$ cat src/rtl/hcf_pkg.sv
// Shared definitions for the iterative HCF (GCD) execution unit.
// The state encoding, ALU opcode and default width live here so every file agrees on them.
package hcf_pkg;

  typedef enum logic [1:0] {
    IDLE = 2'd0,
    CALC = 2'd1,
    DONE = 2'd2
  } hcf_state_e;

  localparam logic [3:0] ALU_OP_HCF = 4'b1001;
  localparam int         HCF_WIDTH  = 32;

endpackage

$ cat src/rtl/hcf_step.sv
// One binary-GCD (Stein) iteration: purely combinational next-state for a, b and k.
// The caller registers the outputs; finish/final_value report termination.
module hcf_step
  import hcf_pkg::*;
#(
  parameter int WIDTH = HCF_WIDTH,
  parameter int KW    = $clog2(WIDTH + 1)
) (
  input  logic [WIDTH-1:0] a,
  input  logic [WIDTH-1:0] b,
  input  logic [KW-1:0]    k,
  output logic [WIDTH-1:0] next_a,
  output logic [WIDTH-1:0] next_b,
  output logic [KW-1:0]    next_k,
  output logic             finish,
  output logic [WIDTH-1:0] final_value
);

  logic             w_a_even;
  logic             w_b_even;
  logic [WIDTH-1:0] w_a_minus_b;
  logic [WIDTH-1:0] w_b_minus_a;

  assign w_a_even    = ~a[0];
  assign w_b_even    = ~b[0];
  assign w_a_minus_b = a - b;
  assign w_b_minus_a = b - a;

  // Branch order matters: the odd/odd subtraction is only reached with a, b nonzero,
  // and the comparison picks the operand that cannot underflow.
  always_comb begin
    next_a      = a;
    next_b      = b;
    next_k      = k;
    finish      = 1'b0;
    final_value = '0;
    if (a == '0) begin
      finish      = 1'b1;
      final_value = b << k;
    end else if (b == '0) begin
      finish      = 1'b1;
      final_value = a << k;
    end else if (w_a_even && w_b_even) begin
      next_a = a >> 1;
      next_b = b >> 1;
      next_k = k + KW'(1);
    end else if (w_a_even) begin
      next_a = a >> 1;
    end else if (w_b_even) begin
      next_b = b >> 1;
    end else if (a >= b) begin
      next_a = w_a_minus_b >> 1;
    end else begin
      next_b = w_b_minus_a >> 1;
    end
  end

endmodule

$ cat src/rtl/hcf_iterative_unit.sv
// Multi-cycle HCF unit: accepts an operand pair, runs one Stein step per clock,
// and holds the result on a valid/ready response channel until it is taken.
module hcf_iterative_unit
  import hcf_pkg::*;
#(
  parameter int WIDTH = HCF_WIDTH,
  parameter int KW    = $clog2(WIDTH + 1)
) (
  input  logic             clk,
  input  logic             rst,
  input  logic             in_valid,
  output logic             in_ready,
  input  logic [WIDTH-1:0] in1,
  input  logic [WIDTH-1:0] in2,
  output logic             out_valid,
  input  logic             out_ready,
  output logic [WIDTH-1:0] alu_result,
  output logic             zero_flag,
  output logic             busy
);

  hcf_state_e       r_state;
  logic [WIDTH-1:0] r_a;
  logic [WIDTH-1:0] r_b;
  logic [KW-1:0]    r_k;
  logic [WIDTH-1:0] r_result;
  logic             r_zero;
  logic             r_out_valid;
  logic             r_busy;

  logic [WIDTH-1:0] w_next_a;
  logic [WIDTH-1:0] w_next_b;
  logic [KW-1:0]    w_next_k;
  logic             w_finish;
  logic [WIDTH-1:0] w_final;

  hcf_step #(
    .WIDTH(WIDTH),
    .KW   (KW)
  ) u_step (
    .a          (r_a),
    .b          (r_b),
    .k          (r_k),
    .next_a     (w_next_a),
    .next_b     (w_next_b),
    .next_k     (w_next_k),
    .finish     (w_finish),
    .final_value(w_final)
  );

  always_ff @(posedge clk or posedge rst) begin
    if (rst) begin
      r_state     <= IDLE;
      r_a         <= '0;
      r_b         <= '0;
      r_k         <= '0;
      r_result    <= '0;
      r_zero      <= 1'b1;
      r_out_valid <= 1'b0;
      r_busy      <= 1'b0;
    end else begin
      case (r_state)
        IDLE: begin
          if (in_valid) begin
            r_a     <= in1;
            r_b     <= in2;
            r_k     <= '0;
            r_busy  <= 1'b1;
            r_state <= CALC;
          end
        end
        CALC: begin
          if (w_finish) begin
            r_result    <= w_final;
            r_zero      <= (w_final == '0);
            r_out_valid <= 1'b1;
            r_state     <= DONE;
          end else begin
            r_a <= w_next_a;
            r_b <= w_next_b;
            r_k <= w_next_k;
          end
        end
        DONE: begin
          // No accept here: the next request waits for the IDLE cycle that follows.
          if (out_ready) begin
            r_out_valid <= 1'b0;
            r_busy      <= 1'b0;
            r_state     <= IDLE;
          end
        end
        default: begin
          r_out_valid <= 1'b0;
          r_busy      <= 1'b0;
          r_state     <= IDLE;
        end
      endcase
    end
  end

  assign in_ready   = (r_state == IDLE);
  assign out_valid  = r_out_valid;
  assign busy       = r_busy;
  assign alu_result = r_result;
  assign zero_flag  = r_zero;

endmodule
$ cat config.mk
export PLATFORM = sky130hd
export DESIGN_NAME = hcf_iterative_unit
export DESIGN_NICKNAME = d
export VERILOG_FILES = /design/src/rtl/hcf_pkg.sv /design/src/rtl/hcf_step.sv /design/src/rtl/hcf_iterative_unit.sv
export SDC_FILE = /design/constraint.sdc
export NUM_CORES = 1
export LEC_CHECK = 0
export ABC_AREA = 1
export BUFFER_PORTS_ARGS = -buffer_cell sky130_fd_sc_hd__buf_2
export CAP_MARGIN = 20
export CORE_ASPECT_RATIO = 2
export CORE_MARGIN = 3
export CORE_UTILIZATION = 50
export DETAILED_ROUTE_END_ITERATION = 16
export PLACE_DENSITY = 0.79
export SYNTH_ARGS = -nofsm -noshare
export SYNTH_HDL_FRONTEND = slang
export SYNTH_SLANG_ARGS = --single-unit
$ cat constraint.sdc
create_clock -name clk -period 3.4 [get_ports clk]
set_clock_uncertainty 0.1 [all_clocks]
set_input_delay 0.51 -clock clk [delete_from_list [all_inputs] [get_ports clk]]
set_output_delay 0.51 -clock clk [all_outputs]
set_load 0.01 [all_outputs]
==> qor_table.md <==
| Stage | Metric | Value |
| --- | --- | --- |
| clock network | Num Clock Sinks | 107 |
| clock network | Clock-pin slew on the worst setup and hold paths | 0.08 ns |
| grt | GR Util met2 | 74.2% |
| synthesis | Async set or reset register ratio after synthesis | 100% |
| setup path | Highest net fanout along the worst path | 11 |
| timing | Count of final hold-check violations | 0 |
| place | Placement Setup Slack | 0.348 ns |
| synthesis | Top cells by instance count after synthesis | 635 x sky130_fd_sc_hd__nand2_1, 281 x sky130_fd_sc_hd__nand3_1, 210 x sky130_fd_sc_hd__nor2_1 |
| clock network | Clock latency of the later-clocked register in the worst-skew pair | 0.40 ns |
| detailed routing | Via density per instance | 6.03 |
| timing | Worst relative slew slack | 39.1% |
| synthesis | Synth Area per Inst | 5.91 um2 |
| timing | Ratio of final minimum period to clock period | 93.7% |
| place | Number of input and output port buffers inserted | 103 |
| place | Placed instance count | 2549 |
| floorplanning | Initial cell density of the core | 51.1% |
| detailed routing | First drt pass iteration count | 7 |
| synthesis | Prevailing post-synth register cell | sky130_fd_sc_hd__dfrtp_1 |
| clock network | Total CTS buffers | 9 |
| clock network | CTS Root Cell | sky130_fd_sc_hd__clkbuf_16 |
| synthesis | Yosys warns | 0 |
| layout | Proportion of layout cells with a drive suffix above 1 | 13.7% |
| synthesis | Top cells by area in the synthesized netlist | sky130_fd_sc_hd__dfrtp_1 21%, sky130_fd_sc_hd__nand2_1 19%, sky130_fd_sc_hd__nand3_1 11% |
| timing | Count of endpoints failing setup in the final report | 0 |
| grt | Largest net degree at the start of global routing | 81 |
| detailed routing | Violation count after the first detailed-routing iteration | 1381 |
| clock network | Clock tree buffer depth | 2 |
| floorplanning | Number of placement rows | 81 |
| grt | Vias in the first global route | 15096 |
| timing | Setup ws final | 0.214 ns |
| timing | Final TNS setup | 0 ns |
| layout | Post-route insts no fill | 2565 |
| synthesis | Cell type with the largest total area after synthesis | sky130_fd_sc_hd__dfrtp_1 |
| layout | Design Area, Final | 0.0142 mm2 |
| detailed routing | Via Count | 15457 |
| setup path | CP endpoint kind | flop |
| grt | Met1 usage in global routing | 38.6% |
| synthesis | Post-Synthesis Cell Area | 0.0126 mm2 |
| synthesis | Post-synth net total | 2265 |
| floorplanning | DIE AREA | 0.0272 mm2 |
| floorplanning | Count of pins on the block boundary | 104 |
| timing | Pins over their slew limit | 0 |
| place | Placed Area | 0.0139 mm2 |
| setup path | Critical Path Source Type | flop |
| grt | Fraction of met3 tracks used by global routing | 9.34% |
| detailed routing | DRC Markers | 0 |
| detailed routing | Number of nets still failing antenna checks after routing | 0 |
| detailed routing | Detail-routed net length per standard cell | 22.9 um |
| synthesis | Share of synthesized area occupied by flip-flops and latches | 21.3% |
| grt | GRT Total Usage | 42.6% |
| clock network | Hold buffer count at cts | 0 |
| layout | Area delta synth->final | 12.5% |
| layout | Inserted Diodes | 0 |
| timing | Max Fclk | 0.314 GHz |
| setup path | Critical path start-end classification | flop to flop |
| grt | First-pass GRT wire length | 87.6 mm |
| clock network | PostCTS Resize Cnt | 0 |
| min path | Hold WC Path Type | input port to asynchronous set/reset pin |
| setup path | Req. time, crit path | 3.64 ns |
| timing | Minimum period implied by the final worst setup slack | 3.19 ns |
| detailed routing | Final WL | 58.8 mm |
| synthesis | Most frequent cell after synthesis | sky130_fd_sc_hd__nand2_1 |
| job | Maximum capacitance violations | 0 |
| grt | Initial antenna violation count | 0 |
| grt | Final global-route overflow total | 0 |
| clock network | Post-CTS Repair Setup Buffers | 0 |
| place | GP Congestion | 1.12 |
| synthesis | Synth Register Bits | 107 |
| floorplanning | Die Y-Extent | 230 um |
| layout | Number of nets in the final layout | 2364 |
| floorplanning | Floorplan Core Area | 0.0246 mm2 |
| synthesis | Post-synth EDFFs | 0 |
| clock network | CTS tree | yes |
| clock network | Clock H-tree levels | 3 |
| run status | Result of the run | finished clean |
| place | HPWL Detailed | 47.4 mm |
| floorplanning | Chip Width | 118 um |
| setup path | Arrival time at the worst endpoint | 3.42 ns |
| synthesis | Synthesized instance count | 2129 |
| synthesis | Synth cell types | 45 |
| timing | Least-Margin Pin Slew | 0.912 ns |
| timing | Setup repair after global routing missed its margin | no |
| grt | Most crowded layer after global routing | met2 |
| synthesis | Fraction of post-synthesis cell area in the top cell type by area | 21.1% |
## flip-flops by register name (all words and copies together) (netlist names)
register and flops:
alu_result 32, zero_flag 1, r_b 32, out_valid 1, r_k 6, busy 1
r_a 32, r_state 2
## layout make-up
type	count	area (um2)
clock buffers	9	225
clock inverters	7	82.6
fillers	2616	10500
inverters	143	541
multi-input cells	1760	8820
flip-flops and latches	107	2680
well taps	332	415
repair buffers	207	1400
## cells by family (layout without fill, tap and decap cells)
kind of cell    count (synthesis)  count (layout)  synth area share [%]
simple gates                 1191            1191                  39.6
compound gates                443             443                  19.5
fa+ha+maj                      68              68                  6.88
flops                         107             107                  21.3
xor+xnor                       58              58                  4.03
buf+inv                       262             366                  8.73
## path summary, 6_finish.rpt
check,endpoint,slack (ns),startpoint,cells after the start
hold / removal,out_valid$_DFFE_PP0P_,0.19,rst,2
setup / recovery,zero_flag$_DFFE_PP1P_,0.21,r_a[8]$_DFFE_PP0P_,17
hold reg to reg,alu_result[19]$_DFFE_PP0P_,0.38,alu_result[19]$_DFFE_PP0P_,2
max in group asynchronous,r_b[24]$_DFFE_PP0P_,2.29,rst,3
setup reg to reg,zero_flag$_DFFE_PP1P_,0.21,r_a[8]$_DFFE_PP0P_,17
min in group clk,r_a[14]$_DFFE_PP0P_,0.25,in1[14],3
## metal layers
layer,part of all wire (%),vias to the layer above
li1,-,7216
met1,31,7095
met5,0,-
met2,49,818
met4,13,0
met3,6.7,328
## through the flow
stage,hold WS [ns],utilization (%)
2_1_floorplan,0.363,-
3_3_place_gp,0.357,56.3
3_5_place_dp,0.362,56.3
4_1_cts,0.211,57.5
5_1_grt,0.243,57.5
6_report,0.189,57.5
## cell usage in the layout (no fill, tap or decap), drive strengths merged, types with 19 or more instances in the layout
cell,n
nand3,282
ha,66
o21ai,220
inv,144
buf,207
a21oi,173
nand2,643
dfrtp,106
xor2,48
or2,19
nor2,217
## worst max-delay path, stage by stage (launching register included)
cell	delay (ns)
sky130_fd_sc_hd__dfrtp_1	0.38
sky130_fd_sc_hd__buf_4	0.17
sky130_fd_sc_hd__nor2_1	0.10
sky130_fd_sc_hd__nand2_1	0.06
sky130_fd_sc_hd__nor2_1	0.38
sky130_fd_sc_hd__nand2_1	0.16
sky130_fd_sc_hd__inv_1	0.10
sky130_fd_sc_hd__nand2_2	0.18
sky130_fd_sc_hd__buf_4	0.24
sky130_fd_sc_hd__nor2_1	0.14
sky130_fd_sc_hd__nand3_1	0.16
sky130_fd_sc_hd__nand3_1	0.21
sky130_fd_sc_hd__nor2_1	0.08
sky130_fd_sc_hd__nor2_1	0.31
sky130_fd_sc_hd__nand2_1	0.10
sky130_fd_sc_hd__nor2_1	0.10
sky130_fd_sc_hd__nand3_1	0.08
sky130_fd_sc_hd__nand2_1	0.08
Power is not shown: default switching activity piles up to over one toggle a cycle in this logic, so the estimate is an artifact.
